<file path="src/rtl/bounce_gen_pkg.sv">
// Shared types and constants for the switch-bounce emulator.
package bounce_gen_pkg;

  // One-hot controller states.
  typedef enum logic [2:0] {
    IDLE   = 3'b001,
    GAP    = 3'b010,
    SETTLE = 3'b100
  } state_t;

  localparam logic [15:0] LFSR_MASK    = 16'hB400;
  localparam logic [15:0] DEFAULT_SEED = 16'hACE1;

  // One step of the right-shifting Galois LFSR.
  function automatic logic [15:0] lfsr_next(input logic [15:0] v);
    return (v >> 1) ^ (v[0] ? LFSR_MASK : 16'h0000);
  endfunction

endpackage

</file>
<file path="src/rtl/bounce_lfsr.sv">
// 16-bit Galois LFSR that steps only when adv is high. A zero seed would
// lock the register, so it is swapped for the default seed.
module bounce_lfsr
  import bounce_gen_pkg::*;
#(
  parameter logic [15:0] SEED  = DEFAULT_SEED,
  parameter int          OUT_W = 4
) (
  input  logic             clk,
  input  logic             reset_n,
  input  logic             adv,
  output logic [OUT_W-1:0] low
);

  localparam logic [15:0] INIT = (SEED == 16'h0000) ? DEFAULT_SEED : SEED;

  logic [15:0] lfsr;

  // Step the sequence once per load event.
  always_ff @(posedge clk) begin
    if (!reset_n) begin
      lfsr <= INIT;
    end else if (adv) begin
      lfsr <= lfsr_next(lfsr);
    end
  end

  // Only the low bits feed the bounce-count and gap fields.
  assign low = lfsr[OUT_W-1:0];

endmodule

</file>
<file path="src/rtl/bounce_gen.sv">
// Switch-bounce emulator: turns a clean level into a glitch train of 2N+1
// edges with pseudo-random gaps, then holds off for SETTLE_CYC clocks.
// Optional macro BOUNCE_GEN_TICK_EN adds a tick port; gap counting then
// advances only on tick cycles (SETTLE stays clock-counted).
// Interface: level_in is a plain level (no handshake); a change is accepted
// only in IDLE or GAP; done is a one-cycle pulse when the output has settled.
module bounce_gen
  import bounce_gen_pkg::*;
#(
  parameter logic [15:0] SEED       = DEFAULT_SEED,
  parameter int          BCNT_W     = 3,
  parameter int          GAP_W      = 4,
  parameter int          SETTLE_CYC = 32
) (
  input  logic clk,
  input  logic reset_n,
  input  logic level_in,
`ifdef BOUNCE_GEN_TICK_EN
  input  logic tick,
`endif
  output logic sw_out,
  output logic busy,
  output logic done
);

  localparam int TW    = BCNT_W + 2;
  localparam int GW    = GAP_W + 1;
  localparam int SW    = $clog2(SETTLE_CYC + 1);
  localparam int OUT_W = (BCNT_W > GAP_W) ? BCNT_W : GAP_W;
  localparam logic [SW-1:0] SETTLE_LAST = SW'(SETTLE_CYC - 1);

  state_t          state, state_n;
  logic            target, target_n;
  logic            sw_n, done_n;
  logic [TW-1:0]   toggles_left, toggles_n;
  logic [GW-1:0]   gap_cnt, gap_n;
  logic [SW-1:0]   settle_cnt, settle_n;
  logic            adv, dec;
  logic [OUT_W-1:0] rnd;
  logic [TW-1:0]   two_n, retarget_load;
  logic [GW-1:0]   g_load;

  bounce_lfsr #(.SEED(SEED), .OUT_W(OUT_W)) u_lfsr (
    .clk     (clk),
    .reset_n (reset_n),
    .adv     (adv),
    .low     (rnd)
  );

`ifdef BOUNCE_GEN_TICK_EN
  assign dec = tick;
`else
  assign dec = 1'b1;
`endif

  // Random fields are taken from the LFSR value before it advances.
  assign two_n         = {1'b0, rnd[BCNT_W-1:0], 1'b0};
  assign g_load        = {1'b0, rnd[GAP_W-1:0]} + GW'(1);
  assign retarget_load = two_n + TW'(sw_out != level_in);
  assign busy          = (state != IDLE);

  // State, output and counter registers.
  always_ff @(posedge clk) begin
    if (!reset_n) begin
      state        <= IDLE;
      sw_out       <= 1'b0;
      target       <= 1'b0;
      done         <= 1'b0;
      toggles_left <= '0;
      gap_cnt      <= '0;
      settle_cnt   <= '0;
    end else begin
      state        <= state_n;
      sw_out       <= sw_n;
      target       <= target_n;
      done         <= done_n;
      toggles_left <= toggles_n;
      gap_cnt      <= gap_n;
      settle_cnt   <= settle_n;
    end
  end

  // Next-state logic: launch, bounce, retarget and settle.
  always_comb begin
    state_n   = state;
    sw_n      = sw_out;
    target_n  = target;
    toggles_n = toggles_left;
    gap_n     = gap_cnt;
    settle_n  = settle_cnt;
    done_n    = 1'b0;
    adv       = 1'b0;
    case (state)
      IDLE: begin
        if (level_in != target) begin
          adv       = 1'b1;
          target_n  = level_in;
          sw_n      = level_in;
          toggles_n = two_n;
          gap_n     = g_load;
          settle_n  = '0;
          state_n   = (two_n == '0) ? SETTLE : GAP;
        end
      end
      GAP: begin
        if (level_in != target) begin
          // A retarget takes priority over a gap expiring in the same cycle.
          adv       = 1'b1;
          target_n  = level_in;
          toggles_n = retarget_load;
          gap_n     = g_load;
          if (retarget_load == '0) begin
            settle_n = '0;
            state_n  = SETTLE;
          end
        end else if (dec) begin
          if (gap_cnt == GW'(1)) begin
            adv       = 1'b1;
            sw_n      = ~sw_out;
            toggles_n = toggles_left - TW'(1);
            gap_n     = g_load;
            if (toggles_left == TW'(1)) begin
              settle_n = '0;
              state_n  = SETTLE;
            end
          end else begin
            gap_n = gap_cnt - GW'(1);
          end
        end
      end
      SETTLE: begin
        if (settle_cnt == SETTLE_LAST) begin
          state_n = IDLE;
          done_n  = 1'b1;
        end else begin
          settle_n = settle_cnt + SW'(1);
        end
      end
      default: state_n = IDLE;
    endcase
  end

endmodule

</file>
<file path="config.mk">
export PLATFORM = sky130hd
export DESIGN_NAME = bounce_gen
export DESIGN_NICKNAME = d
export VERILOG_FILES = /design/src/rtl/bounce_gen_pkg.sv /design/src/rtl/bounce_lfsr.sv /design/src/rtl/bounce_gen.sv
export SDC_FILE = /design/constraint.sdc
export NUM_CORES = 1
export LEC_CHECK = 0
export ABC_AREA = 1
export CAP_MARGIN = 20
export CORE_UTILIZATION = 55
export CTS_CLUSTER_DIAMETER = 200
export DETAILED_ROUTE_END_ITERATION = 7
export GPL_TIMING_DRIVEN = 0
export HOLD_SLACK_MARGIN = 0.03
export PLACE_DENSITY = 0.81
export SYNTH_ARGS = -nofsm -noshare
export SYNTH_HDL_FRONTEND = slang
export SYNTH_SLANG_ARGS = --single-unit
export TNS_END_PERCENT = 1
</file>
<file path="constraint.sdc">
create_clock -name clk -period 1.4 [get_ports clk]
set_clock_uncertainty 0.15 [all_clocks]
set_input_delay 0.28 -clock clk [delete_from_list [all_inputs] [get_ports clk]]
set_output_delay 0.28 -clock clk [all_outputs]
set_load 0.01 [all_outputs]
</file>
# [Word-level counts from Yosys, hierarchy flattened]
# Index checks and enable logic that the tools add are counted.
# Widths: inputs -> output; s select.
[totals] n_memories=0 elab_cells=77 output_inout_bits=3 romBits=0 register_bits=38 inputBits=3 latchBits=0 mem_bits_rw=0
[op_classes] n_reduce_logical=12 addsub=5 n_eq_ne=17 mux=33 multipliers=0 magnitude_cmp=0 n_div=0 n_shift=0 bitwise_logic=2
[op_table] cell="$mux 6" count=6
[op_table] cell="$mux 5" count=6
[op_table] cell="$mux 3" count=7
[op_table] cell="$pmux 5 s2" count=2
[op_table] cell="$pmux 6 s3" count=1
[op_table] cell="$mux 16" count=1
[op_table] cell="$xor 15x16->16" count=1
[op_table] cell="$eq 5x1->1 const B" count=2
[op_table] cell="$logic_not 5->1" count=2
[op_table] cell="$ne 2x2->1 const B" count=5
[op_table] cell="$sub 5x1->5 const B" count=2
[op_table] cell="$ne 3x3->1 const B" count=3
[op_table] cell="$pmux 3 s3" count=1
[op_table] cell="$mux 1" count=7
[op_table] cell="$add 6x1->6 const B" count=1
[op_table] cell="$eq 6x5->1 const B" count=1
[op_table] cell="$reduce_and 2->1" count=3
[op_table] cell="$reduce_and 6->1" count=1
[op_table] cell="$add 4x1->5" count=1
[op_table] cell="$add 4x1->5 const B" count=1
[op_table] cell="$reduce_and 5->1" count=1
[op_table] cell="$pmux 1 s2" count=2
[op_table] cell="$reduce_and 4->1" count=1
[op_table] cell="$eq 3x1->1 const B" count=1
[op_table] cell="9 further kinds" count=10

# [Depth between registers and ports, before layout]
# Gate-level depths: netlist of run 1.
[logic_depth] ltp_word=6 depth_mapped=11 depth_no_buf=11

# [By module]
# A second synthesis of run 1 with hierarchy kept.
[hier_totals] hier_cells=309 area_unflattened_um2=2207.1
[modules_own_cells] mod="bounce_gen" area_each_um2=1552.7 cells_each=225 n_inst=1
[modules_own_cells] mod="bounce_lfsr" area_each_um2=654.4 cells_each=84 n_inst=1

# [Least setup slack after synthesis of run 1]
# Ideal clock, no wire load.
[synth_path] path_type="reg2reg" from="reg gap_cnt[1]" to="reg u_lfsr.lfsr[10]" setup_slack_ns=-0.083 stages_incl_launch_ff=11 arrival_time_ns=1.196 required_time_ns=1.112 path_cell_list="dfxtp_1 -> inv_1 -> ha_1 -> nand3_1 -> nand2_1 -> nand2_1 -> nand2_4 -> inv_4 -> buf_6 -> nand2_1 -> o211ai_2"
[synth_between] elab_chain_cells=4
[synth_lines] item="from (decl)" line="bounce_gen.sv:36" rtl="logic [GW-1:0] gap_cnt, gap_n;"
[synth_lines] item="from (signal assigned)" line="bounce_gen.sv:78" rtl="gap_cnt <= gap_n;"
[synth_lines] item="$eq 5x1->1" line="bounce_gen.sv:117" rtl="if (gap_cnt == GW'(1)) begin"
[synth_lines] item="$mux 1" line="bounce_gen.sv:117"
[synth_lines] item="$mux 1" line="bounce_gen.sv:106" rtl="if (level_in != target) begin"
[synth_lines] item="$pmux 1 s2" line="bounce_gen.sv:93" rtl="case (state)"
[synth_lines] item="to (signal assigned)" line="bounce_lfsr.sv:24" rtl="lfsr <= lfsr_next(lfsr);"
[synth_lines] item="to (decl)" line="bounce_lfsr.sv:17" rtl="logic [15:0] lfsr;"
# Every way passes these cells.
# A chain may end at the register's enable or synchronous reset.

# [Final worst setup path of run 1]
[layout_path] from="reg state[0]" to="reg gap_cnt[3]"
[layout_between] elab_chain_cells=3 elab_cells_between_ends=6
[layout_lines] item="from (decl)" line="bounce_gen.sv:32" rtl="state_t state, state_n;"
[layout_lines] item="from (signal assigned)" line="bounce_gen.sv:73" rtl="state <= state_n;"
[layout_lines] item="$eq 3x1->1 / $eq 3x2->1 (equally long branches)" line="bounce_gen.sv:93"
[layout_lines] item="$ne 2x2->1 (no source line) / $reduce_bool 2->1 (equally long branches)"
[layout_lines] item="$reduce_and 2->1 (no source line)"
# Parallel ways exist; a longest one is shown, timed or not.

==> results.json, run 1 <==
{
  "status": "finished, violations left",
  "violations": "negative setup slack",
  "start_util": 0.597,
  "dr.pass1.iters": 4,
  "rows": 21,
  "antenna_left": 0,
  "reg2reg_setup_slack_ns": -0.14,
  "power.density_nw_per_um2": 2310,
  "antenna_cells": 0,
  "post_drt_wl_per_cell_microns": 13.8,
  "cp_max_fo": 6,
  "grt_pass1_vias": 1685,
  "synth_top_area_cell": "dfxtp_1",
  "grt_max_degree": 11,
  "grt_first_pass_wirelength_microns": 7270,
  "netlist_top_cells_area": "dfxtp_1 37%, nand2_1 11%, o21ai_0 5.8%",
  "remaining_drc_errors": 0,
  "ys_seq_elements": 38,
  "core_sq_um": 3470,
  "synthesis.nets": 297,
  "yosysUniqueCellTypes": 30,
  "vias": 1956,
  "boundaryPins": 6,
  "fin_nets": 321,
  "cts.sinks": 38,
  "reg2reg_from": "state[0]",
  "syn_to_final_growth_pct": 27.8,
  "end_kind": "flip-flop",
  "finalHoldViolCount": 0,
  "synth.yosys.seq_area_share": 0.368,
  "numPortBuffers": 4,
  "p_total_uw": 6110,
  "synth_edf_count": 0,
  "timing.final.ws_setup_ns": -0.144,
  "synthesis.area_sq_um": 2070,
  "post-route-period-util": 1.10,
  "max_freq_ghz": 0.648,
  "async_flop_share": 0,
  "cts_tree": "done",
  "slew_violations": 0,
  "die_w_microns": 63.3,
  "gr-total-overflow": 0,
  "yosysMostFrequentCell": "nand2_1",
  "crit_type": "reg2reg",
  "layout-drive-gt1-share": 0.350,
  "pre_cts_slack_ns": -0.613,
  "hold_path_end": "u_lfsr.lfsr[12]",
  "ir_drop_mv": 1.37,
  "final_cell_count_no_fill": 357,
  "cellLeakagePower_uw": 0.00114,
  "yosysTopAreaCellShare": 0.368,
  "synthFlopType": "dfxtp_1",
  "numCtsBuffers": 5,
  "die-height_microns": 63.3,
  "start_kind": "flip-flop",
  "hpwl_microns": 2930,
  "insertion_delay_ns": 0.29,
  "clock_path_buffers": 2,
  "synthCells": 287,
  "drv_cap": 0,
  "nFillCells": 245,
  "grt_usage": 0.227,
  "rsz0062_at_grt": "true",
  "avgSynthCellArea_sq_um": 7.21,
  "cp.required_ns": 1.40,
  "synth_commonest_cells": "63 x nand2_1, 38 x dfxtp_1, 28 x nor2_1, 26 x inv_1, 24 x o21ai_0",
  "cts_root_buffer": "clkbuf_8",
  "setup_viol": 36,
  "relSlewSlack": 0.584,
  "routed_wl_microns": 4930,
  "cts_max_level": 2,
  "tightest_slew_ns": 0.624,
  "r2r_cells": 8,
  "cts.clk_slew.worst_paths_ns": 0.08,
  "vias_per_cell": 5.48,
  "hold_depth": 3,
  "gp_congestion": 0.797,
  "dieArea_sq_um": 4010,
  "drt-initial-drc-count": 151,
  "min-delay-start": "reset_n",
  "hold_class": "in2reg",
  "yosys_warnings": 0,
  "ctsHoldBuffers": 0,
  "cp.arrival_ns": 1.54,
  "period_minus_slack_ns": 1.54,
  "antenna_found_initial": 0,
  "rr_endpoint": "gap_cnt[3]",
  "dp.cells": 337
}
## final cells by class
| type | instances | area (sq um) | area share |
|---|---|---|---|
| timing repair buffer | 16 | 156 | 0.0592 |
| multi-input combinational | 210 | 1370 | 0.519 |
| inverter | 31 | 126 | 0.0478 |
| clock buffer | 7 | 76.3 | 0.0289 |
| sequential | 38 | 785 | 0.297 |
| timing repair inverter | 1 | 6.26 | 0.00237 |
| tap | 46 | 57.6 | 0.0218 |
| buffer | 8 | 65.1 | 0.0246 |
## registers in the layout, indices dropped and copies added, names as in the netlist
register and cells:
done 1, gap_cnt 5, settle_cnt 6, state 3, sw_out 1, target 1, toggles_left 5, u_lfsr.lfsr 16
## worst max-delay path, cell delays in order (launching register included)
cell and delay (ns):
dfxtp_4 0.38, inv_2 0.05, nand2_2 0.05, nor2_4 0.20, nand2_2 0.14, nor2_1 0.14, o21ai_0 0.13, nand2_1 0.10
a21oi_1 0.06
## placed cells by master, fill, tap and decap left out, drive strengths merged, types with 6 or more instances in the layout
| cell | instances |
|---|---|
| nand2 | 77 |
| dfxtp | 38 |
| inv | 32 |
| nor2 | 31 |
| o21ai | 29 |
| nand3 | 22 |
| a21oi | 19 |
| buf | 15 |
| clkbuf | 13 |
| ha | 7 |
| o211ai | 6 |
## metrics by stage
stage	instance area, sq um	hold WS [ns]	utilization	TNS, ns
floorplan	2080	0.279	-	-0.747
global placement	2170	0.292	0.627	-19.09
detailed placement	2170	0.294	0.627	-19.69
CTS	2310	0.179	0.667	-3.14
global route	2640	0.199	0.762	-6.05
finish	2640	0.191	0.762	-3.53
## where the power goes
| group | internal, uW | switching, uW | total (uW) |
|---|---|---|---|
| Sequential | 1540 | 413 | 1960 |
| Clock | 343 | 365 | 707 |
| Combinational | 1440 | 2010 | 3450 |
| Total | 3320 | 2790 | 6110 |
## metal layers
| layer | global-route usage | routed length (microns) | vias to the layer above |
|---|---|---|---|
| met4 | 0.0767 | 75 | 0 |
| met3 | 0.0435 | 224 | 13 |
| met5 | 0 | 0 | - |
| li1 | - | - | 979 |
| met2 | 0.368 | 2440 | 65 |
| met1 | 0.300 | 2190 | 899 |
## logic make-up (layout without fill, tap and decap cells)
kind of cell	Yosys count	in the layout	share of synthesized area
flip-flops	38	38	0.368
buffers and inverters	39	63	0.0804
adder cells (fa/ha/maj)	7	7	0.0423
AND/OR/NAND/NOR	137	137	0.309
XOR/XNOR	10	10	0.0423
AO/OA/AOI/OAI	56	56	0.158
## worst max-delay path by stage
stage,startpoint,endpoint,slack [ns],cells after the start
after floorplan,settle_cnt[0],settle_cnt[2],-0.06,9
after global placement,level_in,u_lfsr.lfsr[10],-0.59,11
after CTS,settle_cnt[0],settle_cnt[3],-0.19,9
after global routing,u_lfsr.lfsr[2],state[1],-0.22,11
after detailed placement,level_in,u_lfsr.lfsr[10],-0.61,11
final,state[0],gap_cnt[3],-0.14,8
## timing repair
action,in CTS,in global routing
endpoints found under the setup margin,38,38
pin swaps,4,19
setup buffers,0,10
cloned,0,3
resized for setup,38,60
Note: power is estimated with default switching activity, not from simulation.
==> run 2: changes to the inputs <==
MAX_ROUTING_LAYER = met4   (was default)
PLACE_DENSITY = 0.74   (was 0.81)
SLEW_MARGIN = 25   (was default)
==> run 2 against run 1 <==
Against the previous run:
- the run still ends with negative setup slack left
- clock power about the same
- sequential cell count unchanged
- combinational power about the same
- utilization decreased by 0.58 points
- maximum frequency decreased by 2.0%
- global-route usage is 1.1 points higher
- cell area down 0.76%
- routed wire length decreased by 4.0%
- critical path type is now reg2out
- largest power group unchanged
==> results.json, run 2 (same netlist as run 1, synthesis figures left out) <==
{
  "die-height_microns": 63.3,
  "clock_path_buffers": 2,
  "cts_root_buffer": "clkbuf_8",
  "vias": 1885,
  "period_minus_slack_ns": 1.58,
  "vias_per_cell": 5.25,
  "top_regs": "u_lfsr.lfsr: 16 flops, settle_cnt: 6 flops",
  "antenna_left": 0,
  "gp_congestion": 0.777,
  "hpwl_microns": 2860,
  "dieArea_sq_um": 4010,
  "cp.required_ns": 0.97,
  "drv_cap": 0,
  "grt_first_pass_wirelength_microns": 7310,
  "crit_type": "reg2out",
  "die_w_microns": 63.3,
  "grt_pass1_vias": 1688,
  "remaining_drc_errors": 0,
  "relSlewSlack": 0.579,
  "nFillCells": 260,
  "cp.arrival_ns": 1.15,
  "slew_violations": 0,
  "regMostFlops": "u_lfsr.lfsr",
  "p_int_uw": 3350,
  "final_common_cell": "nand2_1",
  "antenna_cells": 0,
  "rsz0062_at_grt": "true",
  "clockPowerShare": 0.117,
  "post-route-period-util": 1.13,
  "p_total_uw": 6080,
  "cts.clk_slew.worst_paths_ns": 0.07,
  "p_seq_frac": 0.314,
  "end_kind": "primary output",
  "largest_reg_flops": 16,
  "status": "finished, violations left",
  "ir_drop_mv": 1.31,
  "boundaryPins": 6,
  "max_freq_ghz": 0.635,
  "numPortBuffers": 4,
  "hold_class": "in2reg",
  "final_cell_mix": "52 x nand2_1, 29 x dfxtp_1, 22 x nor2_1, 18 x inv_1, 17 x nand3_1",
  "cts_max_level": 2,
  "grt_usage": 0.238,
  "cts_tree": "done",
  "grt_max_degree": 12,
  "syn_to_final_growth_pct": 26.8,
  "finalHoldViolCount": 0,
  "pwr-share-comb": 0.569,
  "core_sq_um": 3470,
  "dr.pass1.iters": 5,
  "start_util": 0.597,
  "drt-initial-drc-count": 87,
  "gr-total-overflow": 0,
  "power.density_nw_per_um2": 2320,
  "timing.final.ws_setup_ns": -0.176,
  "seq_area_sq_um": 779,
  "insertion_delay_ns": 0.29,
  "fin_nets": 323,
  "cts.sinks": 38,
  "start_kind": "flip-flop",
  "rows": 21,
  "hold_depth": 3,
  "swShare": 0.450,
  "cp_max_fo": 4,
  "cellLeakagePower_uw": 0.00115,
  "routed_wl_microns": 4730,
  "power_switching_uw": 2740,
  "violations": "negative setup slack",
  "numCtsBuffers": 5,
  "post_drt_wl_per_cell_microns": 13.2,
  "multi_input_area_sq_um": 1330,
  "tightest_slew_ns": 0.631,
  "final.setup.tns_ns": -4.65,
  "r2r_cells": 9,
  "layout-drive-gt1-share": 0.332,
  "setup_viol": 36,
  "ctsHoldBuffers": 0,
  "antenna_found_initial": 0
}
## run 2: per-layer routing
metal,GRT usage,share of wire,vias up,routed length (microns)
met4,0.0767,0.015,0,72
li1,-,-,976,-
met1,0.316,0.48,870,2270
met3,0.0543,0.028,9,132
met2,0.355,0.48,30,2260
met5,-,0,-,0
## run 2: worst max-delay path, cell delays in order (launching register included)
cell             delay, ns
dfxtp_2               0.42
inv_2                 0.08
nand3_2               0.11
clkdlybuf4s15_1       0.24
## run 2: final cells by class
cell class | instances | area share
buffer | 8 | 0.0234
clock buffer | 5 | 0.0262
clock inverter | 2 | 0.00381
inverter | 31 | 0.0472
multi-input combinational | 210 | 0.506
sequential | 38 | 0.297
tap | 46 | 0.0219
timing repair buffer | 18 | 0.0720
timing repair inverter | 1 | 0.00238
## run 2: stage by stage
| stage | utilization | setup WS, ns | cells | cell area, sq um | hold slack (ns) |
|---|---|---|---|---|---|
| after CTS | 0.657 | -0.239 | 344 | 2280 | 0.195 |
| after detailed placement | 0.627 | -0.621 | 337 | 2170 | 0.293 |
| after global routing | 0.756 | -0.254 | 359 | 2620 | 0.212 |
| after floorplan | - | -0.0639 | 287 | 2080 | 0.279 |
| final | 0.756 | -0.176 | 359 | 2620 | 0.192 |
| after global placement | 0.627 | -0.611 | 337 | 2170 | 0.288 |
## run 2: timing repair
action,in CTS,in global routing
buffers inserted,0,12
gates cloned,0,3
gates resized for setup,19,65
pin swaps,0,22
setup endpoints to repair,39,38
## run 2: power by group through the flow
| stage | sequential [uW] | combinational [uW] | clock, uW |
|---|---|---|---|
| finish | 1910 | 3460 | 709 |
| global route | 1960 | 3870 | 774 |
| CTS | 1810 | 2710 | 725 |
| detailed placement | 1820 | 2600 | 0 |
| global placement | 1810 | 2570 | 0 |
| floorplan | 1760 | 2120 | 0 |
## run 2: final timing paths
| path | from | end | slack (ns) |
|---|---|---|---|
| worst min-delay path | reset_n | sw_out | 0.19 |
| worst min register to register | u_lfsr.lfsr[7] | u_lfsr.lfsr[7] | 0.31 |
| worst max register to register | state[1] | u_lfsr.lfsr[10] | -0.17 |
| worst max-delay path | state[1] | busy | -0.18 |
